### config.mk
export PLATFORM = sky130hd
export DESIGN_NAME = icache_direct_mapped
export DESIGN_NICKNAME = d
export VERILOG_FILES = /design/src/rtl/icache_direct_mapped.sv
export SDC_FILE = /design/constraint.sdc
export NUM_CORES = 1
export LEC_CHECK = 0
export CAP_MARGIN = 20
export CORE_ASPECT_RATIO = 0.7
export CORE_MARGIN = 2
export CORE_UTILIZATION = 28
export DETAILED_ROUTE_END_ITERATION = 8
export PLACE_DENSITY = 0.45
export SETUP_SLACK_MARGIN = 0.02
export SKIP_CTS_REPAIR_TIMING = 1
export SLEW_MARGIN = 20
export SYNTH_ARGS = -nofsm -noshare
export SYNTH_HDL_FRONTEND = slang
export SYNTH_SLANG_ARGS = --single-unit
### constraint.sdc
create_clock -name CLK -period 5.95 [get_ports CLK]
set_clock_uncertainty 0.05 [all_clocks]
set_input_delay 0.595 -clock CLK [delete_from_list [all_inputs] [get_ports CLK]]
set_output_delay 0.595 -clock CLK [all_outputs]
set_load 0.02 [all_outputs]
### src/rtl/icache_direct_mapped.sv
// ----------------------------------------------------------------------------
// icache_direct_mapped
//
// Direct-mapped, read-only instruction cache between the datapath fetch port
// and the memory controller instruction port. Each line holds one 32-bit
// word. Hits return data combinationally in the same cycle. A miss issues a
// single-word read, fills the line, and the fetch then replays as a hit.
//
// Ports:
//   CLK        in   rising-edge clock
//   nRST       in   asynchronous active-low reset
//   imemREN    in   fetch request from the datapath
//   imemaddr   in   fetch byte address (bits [1:0] ignored)
//   ihit       out  fetch data valid this cycle
//   imemload   out  fetched instruction, 0 when ihit=0
//   iflush     in   invalidate every line at the next edge
//   iREN       out  memory read request (asserted for the whole miss)
//   iaddr      out  memory word address, 0 when iREN=0
//   iwait      in   memory busy; iREN=1 with iwait=0 returns iload
//   iload      in   memory read data
//   hit_count  out  saturating count of hit cycles
//   miss_count out  saturating count of miss entries
// ----------------------------------------------------------------------------
module icache_direct_mapped #(
    parameter  int SETS  = 16,
    localparam int IDX_W = $clog2(SETS),
    localparam int TAG_W = 30 - IDX_W
) (
    input  logic        CLK,
    input  logic        nRST,
    input  logic        imemREN,
    input  logic [31:0] imemaddr,
    output logic        ihit,
    output logic [31:0] imemload,
    input  logic        iflush,
    output logic        iREN,
    output logic [31:0] iaddr,
    input  logic        iwait,
    input  logic [31:0] iload,
    output logic [31:0] hit_count,
    output logic [31:0] miss_count
);

    typedef enum logic {
        IDLE = 1'b0,
        MISS = 1'b1
    } state_t;

    // Per-line storage.
    logic [SETS-1:0]  valid_q, valid_d;
    logic [TAG_W-1:0] tag_q  [SETS];
    logic [31:0]      data_q [SETS];

    // Miss bookkeeping: word address being fetched and a "drop" flag that
    // keeps a fill invalid when a flush arrived while it was in flight.
    state_t      state_q, state_d;
    logic [31:2] maddr_q, maddr_d;
    logic        drop_q,  drop_d;

    logic [31:0] hit_count_q,  hit_count_d;
    logic [31:0] miss_count_q, miss_count_d;

    // Address decode for the incoming fetch and the outstanding miss.
    logic [IDX_W-1:0] idx;
    logic [TAG_W-1:0] tag;
    logic [IDX_W-1:0] midx;
    logic [TAG_W-1:0] mtag;
    logic             hit;
    logic             fill;

    // Byte offset of the fetch address carries no information for a
    // word-granular cache.
    logic unused_byte_offset;
    assign unused_byte_offset = ^imemaddr[1:0];

    assign idx  = imemaddr[IDX_W+1:2];
    assign tag  = imemaddr[31:IDX_W+2];
    assign midx = maddr_q[IDX_W+1:2];
    assign mtag = maddr_q[31:IDX_W+2];

    // Lookup only in IDLE; in MISS the datapath is stalled regardless.
    assign hit  = (state_q == IDLE) && imemREN && valid_q[idx] && (tag_q[idx] == tag);
    assign fill = (state_q == MISS) && !iwait;

    assign ihit       = hit;
    assign imemload   = hit ? data_q[idx] : 32'h0;
    assign iREN       = (state_q == MISS);
    assign iaddr      = iREN ? {maddr_q, 2'b00} : 32'h0;
    assign hit_count  = hit_count_q;
    assign miss_count = miss_count_q;

    always_comb begin
        // NOTE: every variable gets a default before any branch so no path
        // leaves it unassigned, which would otherwise infer a latch.
        state_d      = state_q;
        maddr_d      = maddr_q;
        drop_d       = drop_q;
        valid_d      = valid_q;
        hit_count_d  = hit_count_q;
        miss_count_d = miss_count_q;

        case (state_q)
            IDLE: begin
                if (imemREN && !hit) begin
                    maddr_d = imemaddr[31:2];
                    state_d = MISS;
                    if (miss_count_q != 32'hFFFF_FFFF) begin
                        miss_count_d = miss_count_q + 32'd1;
                    end
                end
            end
            MISS: begin
                if (!iwait) begin
                    state_d = IDLE;
                    drop_d  = 1'b0;
                    if (!drop_q) begin
                        valid_d[midx] = 1'b1;
                    end
                end else if (iflush) begin
                    drop_d = 1'b1;
                end
            end
            default: state_d = IDLE;
        endcase

        // Flush has the last word, so a fill landing in the same cycle
        // stays invalid.
        if (iflush) begin
            valid_d = '0;
        end

        if (hit && (hit_count_q != 32'hFFFF_FFFF)) begin
            hit_count_d = hit_count_q + 32'd1;
        end
    end

    // NOTE: sequential state uses non-blocking assignments so every flop
    // samples its _d value from before the edge.
    always_ff @(posedge CLK or negedge nRST) begin
        if (!nRST) begin
            state_q      <= IDLE;
            maddr_q      <= '0;
            drop_q       <= 1'b0;
            valid_q      <= '0;
            hit_count_q  <= '0;
            miss_count_q <= '0;
        end else begin
            state_q      <= state_d;
            maddr_q      <= maddr_d;
            drop_q       <= drop_d;
            valid_q      <= valid_d;
            hit_count_q  <= hit_count_d;
            miss_count_q <= miss_count_d;
        end
    end

    // NOTE: tag and data arrays are deliberately left out of reset; the
    // valid bits alone decide whether their contents are ever used.
    always_ff @(posedge CLK) begin
        if (fill) begin
            tag_q[midx]  <= mtag;
            data_q[midx] <= iload;
        end
    end

endmodule

==> Word-level counts from Yosys, hierarchy flattened <==
Memories as Yosys holds them, arrays and structs flattened.
Index checks and enable logic that the tools add are counted.
{ "op_classes": {"addsub": 2, "n_lt_le_gt_ge": 3, "n_eq_ne": 5, "muxes": 17, "bitwise": 2, "reduce_logical": 14} }
{ "op_table": {"columns": ["op", "n"], "rows": [
  ["32-bit by 1-bit adder with 32-bit output, second input constant", 2],
  ["16-bit two-way mux", 4],
  ["32-bit two-way mux", 2],
  ["32-bit inequality test, second input constant", 2],
  ["26-bit == test", 1],
  ["16-bit OR", 1],
  ["4-bit by 5-bit < comparator with 1-bit output, second input constant", 2],
  ["1-bit two-way mux", 8],
  ["1-bit logical AND", 7],
  ["3-bit AND reduction", 2],
  ["1-bit binary-select mux with 4-bit select", 1],
  ["1-bit demux with 4-bit select", 1],
  ["4-bit by 1-bit >= comparator with 1-bit output, second input constant", 1],
  ["2-bit inequality test, second input constant", 2],
  ["2-bit AND reduction", 2],
  ["1-bit zero test", 2],
  ["1-bit one-hot mux with 2 select lines", 1],
  ["2-bit nonzero test", 1],
  ["1-bit inverter", 1]
]} }
{ "word_totals": {"regBits": 112, "ram_bits": 928, "inputBits": 69, "output_inout_bits": 130, "memories": 2} }
{ "memory_table": {"columns": ["name", "depth", "width", "read_ports", "rd_clocked_by_memory_dff", "write_ports", "line", "source"], "rows": [
  ["data_q", 16, 32, 1, 0, 1, "52", "logic [31:0] data_q [SETS];"],
  ["tag_q", 16, 26, 1, 0, 1, "51", "logic [TAG_W-1:0] tag_q [SETS];"]
]} }

==> Longest topological paths before layout <==
Gate-level depths: netlist of the first run.
{ "depth": {"depth_word": 9, "ltp_mapped": 15} }

==> Worst setup path after synthesis of the first run <==
No wires, ideal clock.
{ "synth_timing": {"path_type": "register to register", "start": "reg state_q (netlist: iREN)", "end": "mem data_q[2][0] (enable)", "arrival_time_ps": 5123, "required_ps": 5355, "slack_ps": 232, "stages_incl_launch_ff": 5, "n_path_buf": 0, "cell_sequence": "dfrtp_1 nor2b_1 nand2_1 or2_2 nor3_1"} }
{ "synth_via": {"elab_chain_cells": 3} }
{ "synth_lines": {"columns": ["element", "line", "source"], "rows": [
  ["start: declaration", "56", "state_t state_q, state_d;"],
  ["start signal: assignment", "148", "state_q <= state_d;"],
  ["1-bit logical AND", "83", "assign fill = (state_q == MISS) && !iwait;"],
  ["1-bit two-way mux", "160", "if (fill) begin"],
  ["1-bit two-way mux (not written as such)", "162", "data_q[midx] <= iload;"],
  ["end: declaration", "52", null]
]} }
No other way between the ends.

==> Final worst setup path of the first run <==
{ "layout_timing": {"start": "mem tag_q[6][6] (netlist name)", "end": "out imemload[23]"} }
{ "layout_via": {"elab_chain_cells": 4} }
{ "layout_lines": {"columns": ["element", "line", "source"], "rows": [
  ["start: declaration", "51", null],
  ["memory read 16 x 26 bit", null, null],
  ["26-bit == test", "82", "assign hit = (state_q == IDLE) && imemREN && valid_q[idx] && (tag_q[idx] == tag);"],
  ["1-bit logical AND", "82", null],
  ["32-bit two-way mux", "86", "assign imemload = hit ? data_q[idx] : 32'h0;"],
  ["end: declaration", "34", "output logic [31:0] imemload,"]
]} }
No other way between the ends.

==> results.yml, run 1 <==
timing:
  hold_slack_ps: 437
  rsz0062_at_grt: "no"
  timing.fmax_mhz: 176
  finalHoldViolations: 0
  min_period_over_period_pct: 95.4
  fin_crit_ps: 5670
  relSlewSlack_pct: 25.9
  drv_slew: 0
  setup_viol: 0
  finalSetupTns_ps: 0
  worstMarginPinSlew_ps: 1110
logic_synthesis:
  synthFlopType: "edfxtp_1"
  synth_compound_area_share_pct: 0.975
  synth-simple-area-share_pct: 4.50
  syn_inst: 1958
  synth_area_leaders: "edfxtp_1, mux4_2, dfrtp_1"
  synthAdderAreaFrac_pct: 0.0612
  synth_area_per_cell_um2: 20.9
  synth_top_area_cell: "edfxtp_1"
  async_reset_ff_share_pct: 10.8
  synth-seq-area-share_pct: 74.9
  synthMuxAreaShare_pct: 16.4
  synth.distinct_cells: 50
  synth-seq-cells: 1040
  yosysTopAreaCellShare_pct: 68.1
  synth-edff-count: 928
  syn_area_um2: 40900
  yosysWarnings: 0
  synth_top_family_by_area: "multiplexers"
  synth_xor_xnor_area_share_pct: 1.86
route:
  drtAntennaViolNets: 0
  wl_met1_mm: 49.1
  top_layer_used: "met5"
  met3_length_mm: 4.01
  drt_first_pass_iters: 7
  met2_length_mm: 51.7
  drc: 0
  via_per_inst: 4.68
  first_iter_violations: 1512
  wire_per_inst_um: 25.1
  num_vias: 20000
  wl_mm: 107
layout:
  register_area_um2: 30700
  layout_commonest_cell: "edfxtp_1"
  multi_input_area_um2: 9890
  syn_to_final_growth_pct: 20.1
  final_util_pct: 33.8
  stdcell_count: 4272
  nFillCells: 13700
  drive_above_1_share_pct: 24.1
  layout_common_cells: "edfxtp_1, mux4_2, clkdlybuf4s50_1"
  num-nets-final: 2290
placed_design:
  place_congestion: 0.715
  hpwl_mm: 58.6
  dpl.cell_count: 4075
  numPortBuffers: 194
clock_tree:
  clock_sinks: 1040
  clock_latency_ps: 730
  cts_root_buf: "clkbuf_16"
  cts_tree: "built"
  cts_buffer_depth: 3
  htreeDepth: 3
  cts_buffers: 104
  path_clk_slew_ps: 60
grt:
  grt_pass1_wl_mm: 154
  track_usage_pct: 14.4
  grt_max_degree: 97
  grt_pass1_vias: 21000
  overflow: 0
  antenna_found_initial: 7
setup_path:
  end_kind: "output pin"
  critical_path_arrival_ps: 5030
  worstSetupPathType: "flop to output pin"
  critPathLaunchType: "flop"
  required_ps: 5310
  cp_max_fo: 28
die:
  boundaryPins: 199
  num_rows: 117
  die-area_um2: 149000
  die_x_um: 461
  fp.coreArea_um2: 145000
  initial_core_util_pct: 28.2
  chipHeight_um: 324
power_and_ir_drop:
  powerDensity_nw_per_um2: 337
  irDropWorstVdd_mv: 0.220
  power_mw: 16.5
  p_leak_nw: 15.9
outcome:
  status: "finished clean"
run:
  maxCapViolations: 0
worst_hold_path:
  hold_class: "flop to flop"
==> logic make-up (layout without fill, tap and decap cells) <==
kind of cell,Yosys count,in the layout
flip-flops,1040,1040
XOR/XNOR,87,87
multiplexers,340,340
AND/OR/NAND/NOR,322,322
AO/OA/AOI/OAI,62,62
buffers and inverters,104,453
adder cells (fa/ha/maj),2,2
other,1,3
==> path summary, 6_finish.rpt <==
check,start,end,slack (ps),cells after the start
min in group asynchronous,nRST,miss_count[13],460,2
max in group asynchronous,nRST,maddr_q[30],4380,3
setup reg to reg,tag_q[6][6],hit_count[1],1370,13
setup / recovery,tag_q[6][6],imemload[23],280,12
hold reg to reg,hit_count[31],hit_count[31],440,1
hold / removal,hit_count[31],hit_count[31],440,1
==> sequential cells by signal, summed over array words and instances, names as in the netlist <==
register	count
tag_q	416
iREN	1
valid_q	16
data_q	512
maddr_q	30
hit_count	32
miss_count	32
drop_q	1
==> cells in the mapped netlist, drive strengths merged (4+ instances only) <==
cell / n
a211oi: 4
xnor2: 40
mux4: 262
a31oi: 5
and3: 29
a21oi: 22
mux2i: 44
nand3: 34
and4: 4
nor2b: 42
o21ai: 4
a221oi: 4
buf: 55
nor4: 14
edfxtp: 928
nand4: 18
and2: 41
clkbuf: 45
nand2b: 9
nand2: 41
a22oi: 16
xor2: 47
nor3b: 4
nor3: 26
nor2: 49
mux2: 34
dfrtp: 112
==> through the flow <==
| step | setup WS (ps) | cell area (um^2) |
|---|---|---|
| after floorplan | 232 | 40900 |
| after global placement | 46.3 | 45600 |
| after detailed placement | 40.5 | 45600 |
| after CTS | 24.2 | 49100 |
| after global routing | 93.2 | 49100 |
| final | 275 | 49100 |
==> cell type report <==
cell class / instances / area share [%]
multi-input cells: 815 / 20.1
flip-flops and latches: 1040 / 62.4
inverters: 4 / 0.0356
clock inverters: 63 / 1.51
diodes: 1 / 0.00509
repair buffers: 254 / 5.26
clock buffers: 132 / 5.65
well taps: 1963 / 5.00
==> layer usage <==
metal  up-vias  global-route usage [%]
li1       8552                       -
met3       151                    2.58
met5         -                       0
met2       362                    23.4
met1     10900                    19.9
met4         6                    3.67
==> report_power, final <==
part	switching, mW	internal, mW	leakage [nW]
clock	2.80	3.92	1.72
combinational	0.685	0.514	4.37
sequential	0.269	8.35	9.83
==> critical path: stages (launching register included) <==
cell and delay, ps:
edfxtp_1 370, mux4_2 480, mux4_2 480, xnor2_1 390, o21ai_1 130, a2111oi_0 600
buf_4 240, o2111ai_1 90, nand4b_4 240, buf_12 200, nor2b_1 320, buf_4 170
clkdlybuf4s50_1 590
Note: power is estimated with default switching activity, not from simulation.
==> run 2, diff against run 1 <==
- ABC_AREA: unset -> 1
==> run 2 against run 1 <==
Compared with the run above: non-clock buffer count increased by 20; utilization shrank 0.95 points; die area is 9.9% higher.
==> results.yml, run 2 <==
setup_path:
  timing.rr.start: "iREN"
  critPathMostFrequentCell: "nand2_1"
  critical_path_arrival_ps: 4540
  end_kind: "output pin"
  worst-path-buf-inv: 5
  path_cells: "buf_8 -> inv_16 -> buf_4 -> nand2_1 -> nand2_1 -> nand2_1 -> nand3_1 -> nand3_1 -> nand2_1 -> nand2_1 -> nand2_1 -> nand2_1 -> nor2_1 -> nand3_4 -> buf_4 -> nor4_2 -> clkdlybuf4s50_1"
  worstSetupPathType: "input port to output pin"
  critPathLaunchType: "input port"
  cp_max_fo: 182
  critPathMaxStageDelay_ps: 670
  ff2ff_setup_slack_ps: 2420
  critPathTopFamily: "buffers and inverters"
  reg2regPathDepth: 4
  required_ps: 5310
  worstReg2RegEnd: "data_q[6][27]"
  slowest_stage: "clkdlybuf4s50_1"
logic_synthesis:
  synth-seq-area-share_pct: 68.1
  syn_area_um2: 45000
  syn_inst: 4146
  async_reset_ff_share_pct: 10.8
  synth_top_area_cell: "edfxtp_1"
  synth.most_common_cell: "nand2_1"
  synthFlopType: "edfxtp_1"
  yosysWarnings: 0
  synth-edff-count: 928
  yosysTopAreaCellShare_pct: 61.9
  ys_top_cells_by_count: "nand2_1, edfxtp_1, nand3_1"
  synth_area_leaders: "edfxtp_1, nand2_1, dfrtp_1"
  synth-seq-cells: 1040
  synth_area_per_cell_um2: 10.9
  synth.distinct_cells: 41
timing:
  finalHoldViolations: 0
  rsz0062_at_grt: "no"
  setup_viol: 0
  drv_slew: 0
  fin_crit_ps: 5190
  finalSetupTns_ps: 0
  relSlewSlack_pct: 25.4
  worstMarginPinSlew_ps: 1120
  hold_slack_ps: 398
  min_period_over_period_pct: 87.2
  timing.fmax_mhz: 193
route:
  met2_length_mm: 63.1
  drtAntennaViolNets: 0
  first_iter_violations: 2573
  num_vias: 31000
  drc: 0
  via_per_inst: 4.78
  wire_per_inst_um: 22.0
  top_layer_used: "met5"
  drt_first_pass_iters: 5
  wl_mm: 143
  wl_met1_mm: 70.9
  met3_length_mm: 6.61
layout:
  drive_above_1_share_pct: 6.89
  syn_to_final_growth_pct: 17.1
  layout_common_cells: "nand2_1, edfxtp_1, nand3_1"
  reg_top3: "data_q (512), tag_q (416)"
  stdcell_count: 6492
  largest-register: "data_q"
  num_antenna_cells: 0
  layout_commonest_cell: "nand2_1"
  num-nets-final: 4357
  largest_reg_flops: 512
clock_tree:
  clock_latency_ps: 730
  cts_buffers: 106
  clock_sinks: 1040
  cts_buffer_depth: 3
  path_clk_slew_ps: 60
  htreeDepth: 3
  cts_root_buf: "clkbuf_16"
  cts_tree: "built"
grt:
  grt_pass1_vias: 29300
  grt_pass1_wl_mm: 210
  track_usage_pct: 17.1
  overflow: 0
  antenna_found_initial: 8
  grt_max_degree: 183
power_and_ir_drop:
  powerDensity_nw_per_um2: 312
  p_leak_nw: 19.5
  irDropWorstVdd_mv: 0.235
run:
  maxCapViolations: 0
die:
  boundaryPins: 199
  chipHeight_um: 339
  die_x_um: 483
  fp.coreArea_um2: 160000
  die-area_um2: 164000
  initial_core_util_pct: 28.1
  num_rows: 123
outcome:
  status: "finished clean"
placed_design:
  dpl.cell_count: 6301
  place_congestion: 0.860
  hpwl_mm: 75.7
  numPortBuffers: 194
worst_hold_path:
  hold_class: "input port to asynchronous set/reset pin"
## run 2: cell types whose count changed after synthesis, sizes merged, moves of 74 or more
| cell | delta |
|---|---|
| nor2 | +117 |
| a221oi | +74 |
| nand3 | +311 |
| a21oi | +226 |
| nand2 | +1267 |
| inv | +327 |
| clkbuf | +75 |
| mux4 | -262 |
## run 2: worst reg2reg max path, stage by stage, from the launching register on
cell and delay (ps):
dfrtp_2 380, buf_4 550, nand2_1 720, nor3_2 510, buf_4 870
## run 2: layout make-up
type / count / area [um^2]
tap: 2125 / 2660
fill: 16100 / 108000
clock buffer: 133 / 2780
timing repair buffer: 274 / 2790
clock inverter: 56 / 479
multi-input combinational: 2531 / 12000
sequential: 1040 / 30700
inverter: 333 / 1280
## run 2: cells by family (layout without fill, tap and decap cells)
family | Yosys count | count (layout) | synth area share, %
AO/OA/AOI/OAI | 454 | 454 | 6.19
XOR/XNOR | 43 | 43 | 0.837
adder cells (fa/ha/maj) | 2 | 2 | 0.0556
buffers and inverters | 576 | 796 | 5.36
flip-flops | 1040 | 1040 | 68.1
other | 1 | 2 | 0.00833
AND/OR/NAND/NOR | 2030 | 2030 | 19.4
## run 2: how the worst max path moves through the flow
| stage | start | to | depth (start not counted) |
|---|---|---|---|
| after floorplan | iREN | data_q[11][0] | 4 |
| after global placement | imemaddr[2] | imemload[16] | 17 |
| after detailed placement | imemaddr[2] | imemload[16] | 17 |
| after CTS | imemaddr[2] | imemload[16] | 17 |
| after global routing | imemaddr[2] | imemload[20] | 16 |
| final | imemaddr[2] | imemload[16] | 17 |
## run 2: per-stage QoR
stage | utilization, % | cell area [um^2] | setup WS (ps) | total power, mW
4_1_cts | 32.9 | 52700 | 753 | 16.7
3_3_place_gp | 30.8 | 49400 | 757 | 10.1
6_report | 32.9 | 52700 | 764 | 16.4
3_5_place_dp | 30.8 | 49400 | 774 | 10.1
2_1_floorplan | - | 45000 | 224 | 9.43
5_1_grt | 32.9 | 52700 | 530 | 17.1
## run 2: power breakdown
group / internal, mW / switching (mW)
logic: 0.400 / 0.993
registers: 8.31 / 0.268
clock network: 3.52 / 2.94
total: 12.2 / 4.20
## run 2: routing by layer
| metal | global-route usage (%) | vias to the layer above |
|---|---|---|
| li1 | - | 14700 |
| met1 | 25.5 | 15500 |
| met2 | 26.1 | 688 |
| met3 | 2.83 | 150 |
| met4 | 3.26 | 10 |
| met5 | 0 | - |
